$ cat src/rtl/cpu_pkg.sv
// Shared CPU constants and the register write-back entry type used by the
// write buffer and, later, by operand-fetch bypass.
package cpu_pkg;

  localparam int NUM_REGS   = 16;
  localparam int REG_ADDR_W = 4;
  localparam int DATA_W     = 32;

  typedef struct packed {
    logic [REG_ADDR_W-1:0] addr;
    logic [DATA_W-1:0]     data;
  } wb_entry_t;

endpackage

$ cat src/rtl/wb_match.sv
// Newest-first associative search over a circular queue of register writes.
// Slots are visited oldest to newest so the last hit overrides earlier ones.
module wb_match #(
  parameter int DEPTH  = 4,
  parameter int ADDR_W = 4,
  parameter int DATA_W = 32,
  parameter int PTR_W  = $clog2(DEPTH),
  parameter int CNT_W  = $clog2(DEPTH+1)
) (
  input  logic [DEPTH-1:0]             valid_i,
  input  logic [DEPTH-1:0][ADDR_W-1:0] addr_i,
  input  logic [DEPTH-1:0][DATA_W-1:0] data_i,
  input  logic [PTR_W-1:0]             head_i,
  input  logic [CNT_W-1:0]             count_i,
  input  logic [ADDR_W-1:0]            key_i,
  output logic                         hit_o,
  output logic [DATA_W-1:0]            data_o
);

  logic [PTR_W-1:0] idx;

  always_comb begin
    hit_o  = 1'b0;
    data_o = '0;
    idx    = '0;
    for (int k = 0; k < DEPTH; k++) begin
      // Pointer arithmetic wraps naturally because DEPTH is a power of two.
      idx = head_i + PTR_W'(k);
      if ((CNT_W'(k) < count_i) && valid_i[idx] && (addr_i[idx] == key_i)) begin
        hit_o  = 1'b1;
        data_o = data_i[idx];
      end
    end
  end

endmodule

$ cat src/rtl/reg_write_buffer.sv
// Pending register-write FIFO that owns the register file write port, with a
// per-register pending scoreboard and a newest-match bypass lookup.
module reg_write_buffer #(
  parameter int DEPTH  = 4,
  parameter int DATA_W = cpu_pkg::DATA_W,
  parameter int ADDR_W = cpu_pkg::REG_ADDR_W
) (
  input  logic                          clk,
  input  logic                          clr_n,
  input  logic                          in_valid,
  output logic                          in_ready,
  input  logic [ADDR_W-1:0]             in_addr,
  input  logic [DATA_W-1:0]             in_data,
  input  logic                          hold,
  input  logic                          flush,
  output logic                          wr_en,
  output logic [ADDR_W-1:0]             wr_addr,
  output logic [DATA_W-1:0]             wr_data,
  input  logic [ADDR_W-1:0]             lookup_addr,
  output logic                          lookup_hit,
  output logic [DATA_W-1:0]             lookup_data,
  output logic [cpu_pkg::NUM_REGS-1:0]  pending_mask,
  output logic [$clog2(DEPTH+1)-1:0]    count,
  output logic                          empty,
  output logic                          full
);

  localparam int PTR_W = $clog2(DEPTH);
  localparam int CNT_W = $clog2(DEPTH+1);

  logic [DEPTH-1:0]             vld_q,  vld_d;
  logic [DEPTH-1:0][ADDR_W-1:0] addr_q, addr_d;
  logic [DEPTH-1:0][DATA_W-1:0] data_q, data_d;
  logic [PTR_W-1:0]             head_q, head_d;
  logic [PTR_W-1:0]             tail_q, tail_d;
  logic [CNT_W-1:0]             cnt_q,  cnt_d;
  logic                         push, pop;

  assign empty    = (cnt_q == '0);
  assign full     = (cnt_q == CNT_W'(DEPTH));
  assign count    = cnt_q;

  // Readiness deliberately ignores hold/pop so in_ready never depends on
  // the register file's busy signal.
  assign in_ready = !full && !flush;
  assign push     = in_valid && in_ready;
  assign wr_en    = !empty && !hold && !flush;
  assign pop      = wr_en;

  assign wr_addr  = wr_en ? addr_q[head_q] : '0;
  assign wr_data  = wr_en ? data_q[head_q] : '0;

  always_comb begin
    head_d = head_q;
    tail_d = tail_q;
    cnt_d  = cnt_q;
    vld_d  = vld_q;
    addr_d = addr_q;
    data_d = data_q;
    if (flush) begin
      head_d = '0;
      tail_d = '0;
      cnt_d  = '0;
      vld_d  = '0;
    end else begin
      if (pop) begin
        vld_d[head_q] = 1'b0;
        head_d        = head_q + 1'b1;
      end
      if (push) begin
        vld_d[tail_q]  = 1'b1;
        addr_d[tail_q] = in_addr;
        data_d[tail_q] = in_data;
        tail_d         = tail_q + 1'b1;
      end
      case ({push, pop})
        2'b10:   cnt_d = cnt_q + 1'b1;
        2'b01:   cnt_d = cnt_q - 1'b1;
        default: cnt_d = cnt_q;
      endcase
    end
  end

  always_ff @(posedge clk or negedge clr_n) begin
    if (!clr_n) begin
      head_q <= '0;
      tail_q <= '0;
      cnt_q  <= '0;
      vld_q  <= '0;
      addr_q <= '0;
      data_q <= '0;
    end else begin
      head_q <= head_d;
      tail_q <= tail_d;
      cnt_q  <= cnt_d;
      vld_q  <= vld_d;
      addr_q <= addr_d;
      data_q <= data_d;
    end
  end

  always_comb begin
    pending_mask = '0;
    for (int i = 0; i < DEPTH; i++)
      if (vld_q[i]) pending_mask[addr_q[i]] = 1'b1;
  end

  wb_match #(
    .DEPTH  (DEPTH),
    .ADDR_W (ADDR_W),
    .DATA_W (DATA_W)
  ) u_match (
    .valid_i (vld_q),
    .addr_i  (addr_q),
    .data_i  (data_q),
    .head_i  (head_q),
    .count_i (cnt_q),
    .key_i   (lookup_addr),
    .hit_o   (lookup_hit),
    .data_o  (lookup_data)
  );

endmodule

$ cat config.mk
export PLATFORM = sky130hd
export DESIGN_NAME = reg_write_buffer
export DESIGN_NICKNAME = d
export VERILOG_FILES = /design/src/rtl/cpu_pkg.sv /design/src/rtl/wb_match.sv /design/src/rtl/reg_write_buffer.sv
export SDC_FILE = /design/constraint.sdc
export NUM_CORES = 1
export LEC_CHECK = 0
export CAP_MARGIN = 20
export CORE_ASPECT_RATIO = 1.5
export CORE_MARGIN = 2
export CORE_UTILIZATION = 60
export DETAILED_ROUTE_END_ITERATION = 7
export GPL_ROUTABILITY_DRIVEN = 0
export PLACE_DENSITY = 0.92
export SLEW_MARGIN = 20
export SYNTH_ARGS = -nofsm -noshare
export SYNTH_HDL_FRONTEND = slang
export SYNTH_HIERARCHICAL = 1
export SYNTH_SLANG_ARGS = --single-unit
$ cat constraint.sdc
create_clock -name clk -period 8.86 [get_ports clk]
set_clock_uncertainty 0.05 [all_clocks]
set_input_delay 1.772 -clock clk [delete_from_list [all_inputs] [get_ports clk]]
set_output_delay 1.772 -clock clk [all_outputs]
set_load 0.01 [all_outputs]
* After elaboration in Yosys (flattened, before gate mapping)
Cells that the tools add are included.
** Cells by class
- Bitwise gates (word level) :: 7
- Order comparisons :: 19
- Reduce and logical (&&, ||, !) cells :: 27
- Eq/ne operators :: 7
- Add/subtract/negate cells :: 6
- Multiplexer cells :: 66
** Operator list (number)
- $mux W32 :: 10
- $bmux W32 S2 :: 4
- $bwmux W128 :: 1
- $demux W32 S2 :: 1
- $mux W16 :: 4
- $or A16 B16 Y16 :: 3
- $mux W4 :: 10
- $bmux W4 S2 :: 4
- $lt A4 B5 Y1 const B :: 4
- $logic_and A1 B1 Y1 :: 18
- $bwmux W16 :: 1
- $demux W1 S4 :: 4
- $eq A4 B4 Y1 :: 4
- $ge A4 B1 Y1 const B :: 4
- $lt A2 B3 Y1 const B :: 5
- $mux W1 :: 14
- $bmux W1 S2 :: 4
- $demux W4 S2 :: 1
- $mux W2 :: 4
- $lt A1 B3 Y1 const A :: 2
- $lt A2 B3 Y1 const A :: 2
- $pmux W3 S2 :: 1
- $add A2 B1 Y2 const B :: 2
- $add A2 B2 Y2 const B :: 2
- 17 further kinds :: 23
** Storage, ports and cells
- Output and inout port bits :: 92
- Bits of input ports :: 45
- Register bits :: 155
- Logic and storage cells :: 144

* Logic depth before layout (Yosys ltp)
- Word-level depth :: 11
- Gate-level depth with buffers :: 11

* Modules after synthesis
The synthesis kept the hierarchy.
** Modules (own cells, without submodules)
- reg_write_buffer :: sequential area each 3878.7 µm², cells an instance 566, area an instance 8361.8 µm², times used 1
- wb_match :: sequential area each 0.0 µm², cells an instance 495, area an instance 3922.5 µm², times used 1

* Worst setup path before layout
Ideal clock, no wire load.
- Kind :: input port to output port
- From :: input lookup_addr[2]
- To :: output lookup_data[11]
- Stages :: 9
- Arrival :: 3516 ps
- Buffers on the path :: 2
- Slack :: 3522 ps
- Path through :: buf_1 nand2_1 mux2_2 a21oi_1 nand2_1 nor2_2 buf_2 a311oi_1 nor4b_1
** On the way
- Word-level cells in the longest chain between the ends :: 6
- Elaborated cells between the ends (all ways) :: 12
- Classes of those cells :: eq/ne (4); mux (4); reduce/logical (4)
** RTL lines
- from (decl) :: RTL line reg_write_buffer.sv:19 : input logic [ADDR_W-1:0] lookup_addr,
- $eq A4 B4 Y1 :: RTL line wb_match.sv:29 : if ((CNT_W'(k) < count_i) && valid_i[idx] && (addr_i[idx] == key_i)) begin
- $logic_and A1 B1 Y1 :: RTL line wb_match.sv:29
- $mux W32 (3 in a row) :: RTL line wb_match.sv:29
- $mux W32 (*) :: RTL line wb_match.sv:29
- to (decl) :: RTL line reg_write_buffer.sv:21 : output logic [DATA_W-1:0] lookup_data,
Mark *: on every way between the ends. The rest lies on a longest branch, timed or not.

* Worst setup path after layout
- From :: input lookup_addr[2]
- To :: output lookup_data[16]
Same word-level chain as after synthesis.

==> metrics <==
setup violators final=0; synth top area cells=dfrtp_1, mux2_4, mux2_2; nets@finish=1181; Initial Utilization=60.6%; Netlist cell types=65; GRT Util Overall=31.4%; Arr. time, crit path=5430 ps; Root Buffer=clkbuf_16; switching portion of total power=35.0%; FF-to-FF End=count[1]; clock share of power=22.0%; status=complete, no violations; cell type with the largest total area after synthesis=dfrtp_1; CP max stage delay=960 ps; EDFF count, synth=0; CTS Buffer Depth=2; CTS resizes=0; Total Neg Setup Slack=0 ps; TritonCTS Buffers=17; CTS clk-pin slew, worst paths=60 ps; router iterations before antenna repair=6; number of DRC markers in iteration 0=1285; Worst path depth=9; area share of the largest cell type after synthesis=31.6%; CTS hold repair buffers=0; Hold Path Class=reg -> reg; Post-synth top cells=dfrtp_1, mux2_2, mux2_4; sequential fraction of the synthesis area=31.6%; type of destination of the critical path=output port; r2r worst-path depth=7; wire length per cell=24.3 um; Slew headroom=23.8%; share of layout cells above drive strength 1=30.9%; async set or reset register ratio after synthesis=100%; Site Rows=64; antenna fix cells=0; htree depth=4; startpoint types=input pin; Crit Path Class=in -> out; hpwl dp=20700 um; Synth Area in Compound Gates=10.4%; Cells after Synth=1061; synthesized net count=1115; Synth Area in Adders=0.978%; pre-CTS setup slack=1820 ps; Max-Cap Viols=0; # IOs=137; CP Cell Sequence=clkdlybuf4s50_1 -> xnor2_1 -> nor3_1 -> o21a_2 -> buf_4 -> and2_1 -> o32ai_1 -> nor3_1 -> clkdlybuf4s50_1; Crit-path slowest cell=o21a_2; first-pass GRT wire length=53300 um; Slew @ Worst Pin=1140 ps; drt via density=7.15; synthesis-to-finish area growth=13.9%; Required @ worst endpoint=7040 ps; mux contribution to synthesized area=37.7%; antenna violations before repair=0; clk sinks=155; Post-route DRC=0; number of global-route vias before repair=10100; Worst setup startpoint=lookup_addr[2]; Via Count=10000; delay-heaviest family, CP=buffers and inverters; RSZ-0062 raised after global routing=no; Crit path buffers/inverters=3; PortBufs=136; combinational share of power=37.6%; Post-CTS Setup Bufs=0; insertion delay to the later sink of the worst-skew pair=430 ps; main combinational cell family by area after synthesis=multiplexers; YS warnings=6; critical path endpoint=lookup_data[16]; Synth Flop Type=dfrtp_1; Pwr Density=223 nW/um^2; GR Overflow Total=0; largest net degree at the start of global routing=100; Static Leak=5.68 nW; Final Max Slew Viols=0; Die Height=179 um; synthesized cell area=12300 um^2; Sequential Power Share=40.4%; slack of the critical path=1610 ps; r2r setup slk=5950 ps; min Tclk post-route=7250 ps; Peak supply drop=0.000130 V; Simple-Gate Fraction of Synth Area=12.3%; die width=121 um; DIE AREA=21700 um^2; Post-DRT Antenna Nets=0; Max Fclk=138 MHz; Reg-to-Reg Start=count[0]; Synth Register Bits=155; CP max FO=59; CTS tree=built; WL final=34100 um; final hold violation count=0; count leader, synth=dfrtp_1; core area=20300 um^2; Internal Pwr Total=2.03 mW; Synth Area in XOR/XNOR=1.43%; Switch Pwr=1.09 mW; Final Core Density=69.1%; Syn Area/Cell=11.6 um^2; Final Cycle Share=81.9%
## kinds of logic (layout without fill, tap and decap cells)
logic type / count (synthesis) / count (layout)
AOI/OAI and AO/OA: 166 / 166
xor gates and xnor gates: 20 / 20
adders and majority gates: 9 / 9
buffers and inverters: 108 / 185
DFF: 155 / 155
muxes: 331 / 331
and+or+nand+nor: 272 / 272
## registers in the layout, indices dropped and copies added (netlist names)
register  flops
addr_q       16
count         3
data_q      128
head_q        2
tail_q        2
vld_q         4
## layout by cell type (no fill, tap or decap), types with 11 or more instances in the layout
cell | Yosys | routed
mux2_4 | 108 | 108
a311oi_1 | 31 | 31
nand2_1 | 26 | 26
clkbuf_16 | 0 | 17
clkdlybuf4s50_1 | 0 | 135
and3_1 | 41 | 41
mux4_2 | 50 | 50
nor2_1 | 51 | 50
o32ai_1 | 28 | 28
nor2b_1 | 11 | 11
o22ai_1 | 34 | 34
dfrtp_1 | 155 | 153
mux2i_1 | 47 | 47
and2_1 | 27 | 27
xnor2_1 | 14 | 14
nor3_1 | 65 | 65
mux2_2 | 126 | 126
## worst min path at each step
stage | startpoint | to | slack [ps] | cells after the start
floorplan | data_q[64] | data_q[64] | 460 | 1
global placement | data_q[127] | data_q[127] | 480 | 1
global route | data_q[90] | data_q[90] | 520 | 1
detailed placement | data_q[84] | data_q[84] | 480 | 1
finish | data_q[90] | data_q[90] | 500 | 1
CTS | data_q[95] | data_q[95] | 500 | 1
## area by class of cell
cell class                 count  area (um^2)
clock buffer                  18          439
clock inverter                12          101
multi-input combinational    798         7770
sequential                   155         3890
tap                          264          330
inverter                      10         37.5
timing repair buffer         145         1430
fill                        1383         6260
## per-stage QoR
| stage | cell area, um^2 | std cells | power, mW | hold slack, ps |
|---|---|---|---|---|
| 2_1_floorplan | 12300 | 1061 | 2.04 | 459 |
| 3_3_place_gp | 13500 | 1372 | 2.33 | 477 |
| 3_5_place_dp | 13500 | 1372 | 2.40 | 484 |
| 4_1_cts | 14000 | 1402 | 3.10 | 501 |
| 5_1_grt | 14000 | 1402 | 3.26 | 523 |
| 6_report | 14000 | 1402 | 3.12 | 505 |
## power by group through the flow
| stage | clock (mW) | sequential, mW | combinational [mW] |
|---|---|---|---|
| 6_report | 0.687 | 1.26 | 1.17 |
| 3_5_place_dp | 0 | 1.25 | 1.14 |
| 5_1_grt | 0.723 | 1.30 | 1.24 |
| 4_1_cts | 0.691 | 1.25 | 1.16 |
| 2_1_floorplan | 0 | 1.12 | 0.922 |
| 3_3_place_gp | 0 | 1.23 | 1.10 |
## routing by layer
metal	routed length (um)	track usage (%)
met1	12400	37.5
met2	17300	53.2
met3	2630	5.25
met4	1700	18.5
met5	0	0
No activity file was read; power rests on OpenSTA's default activity.
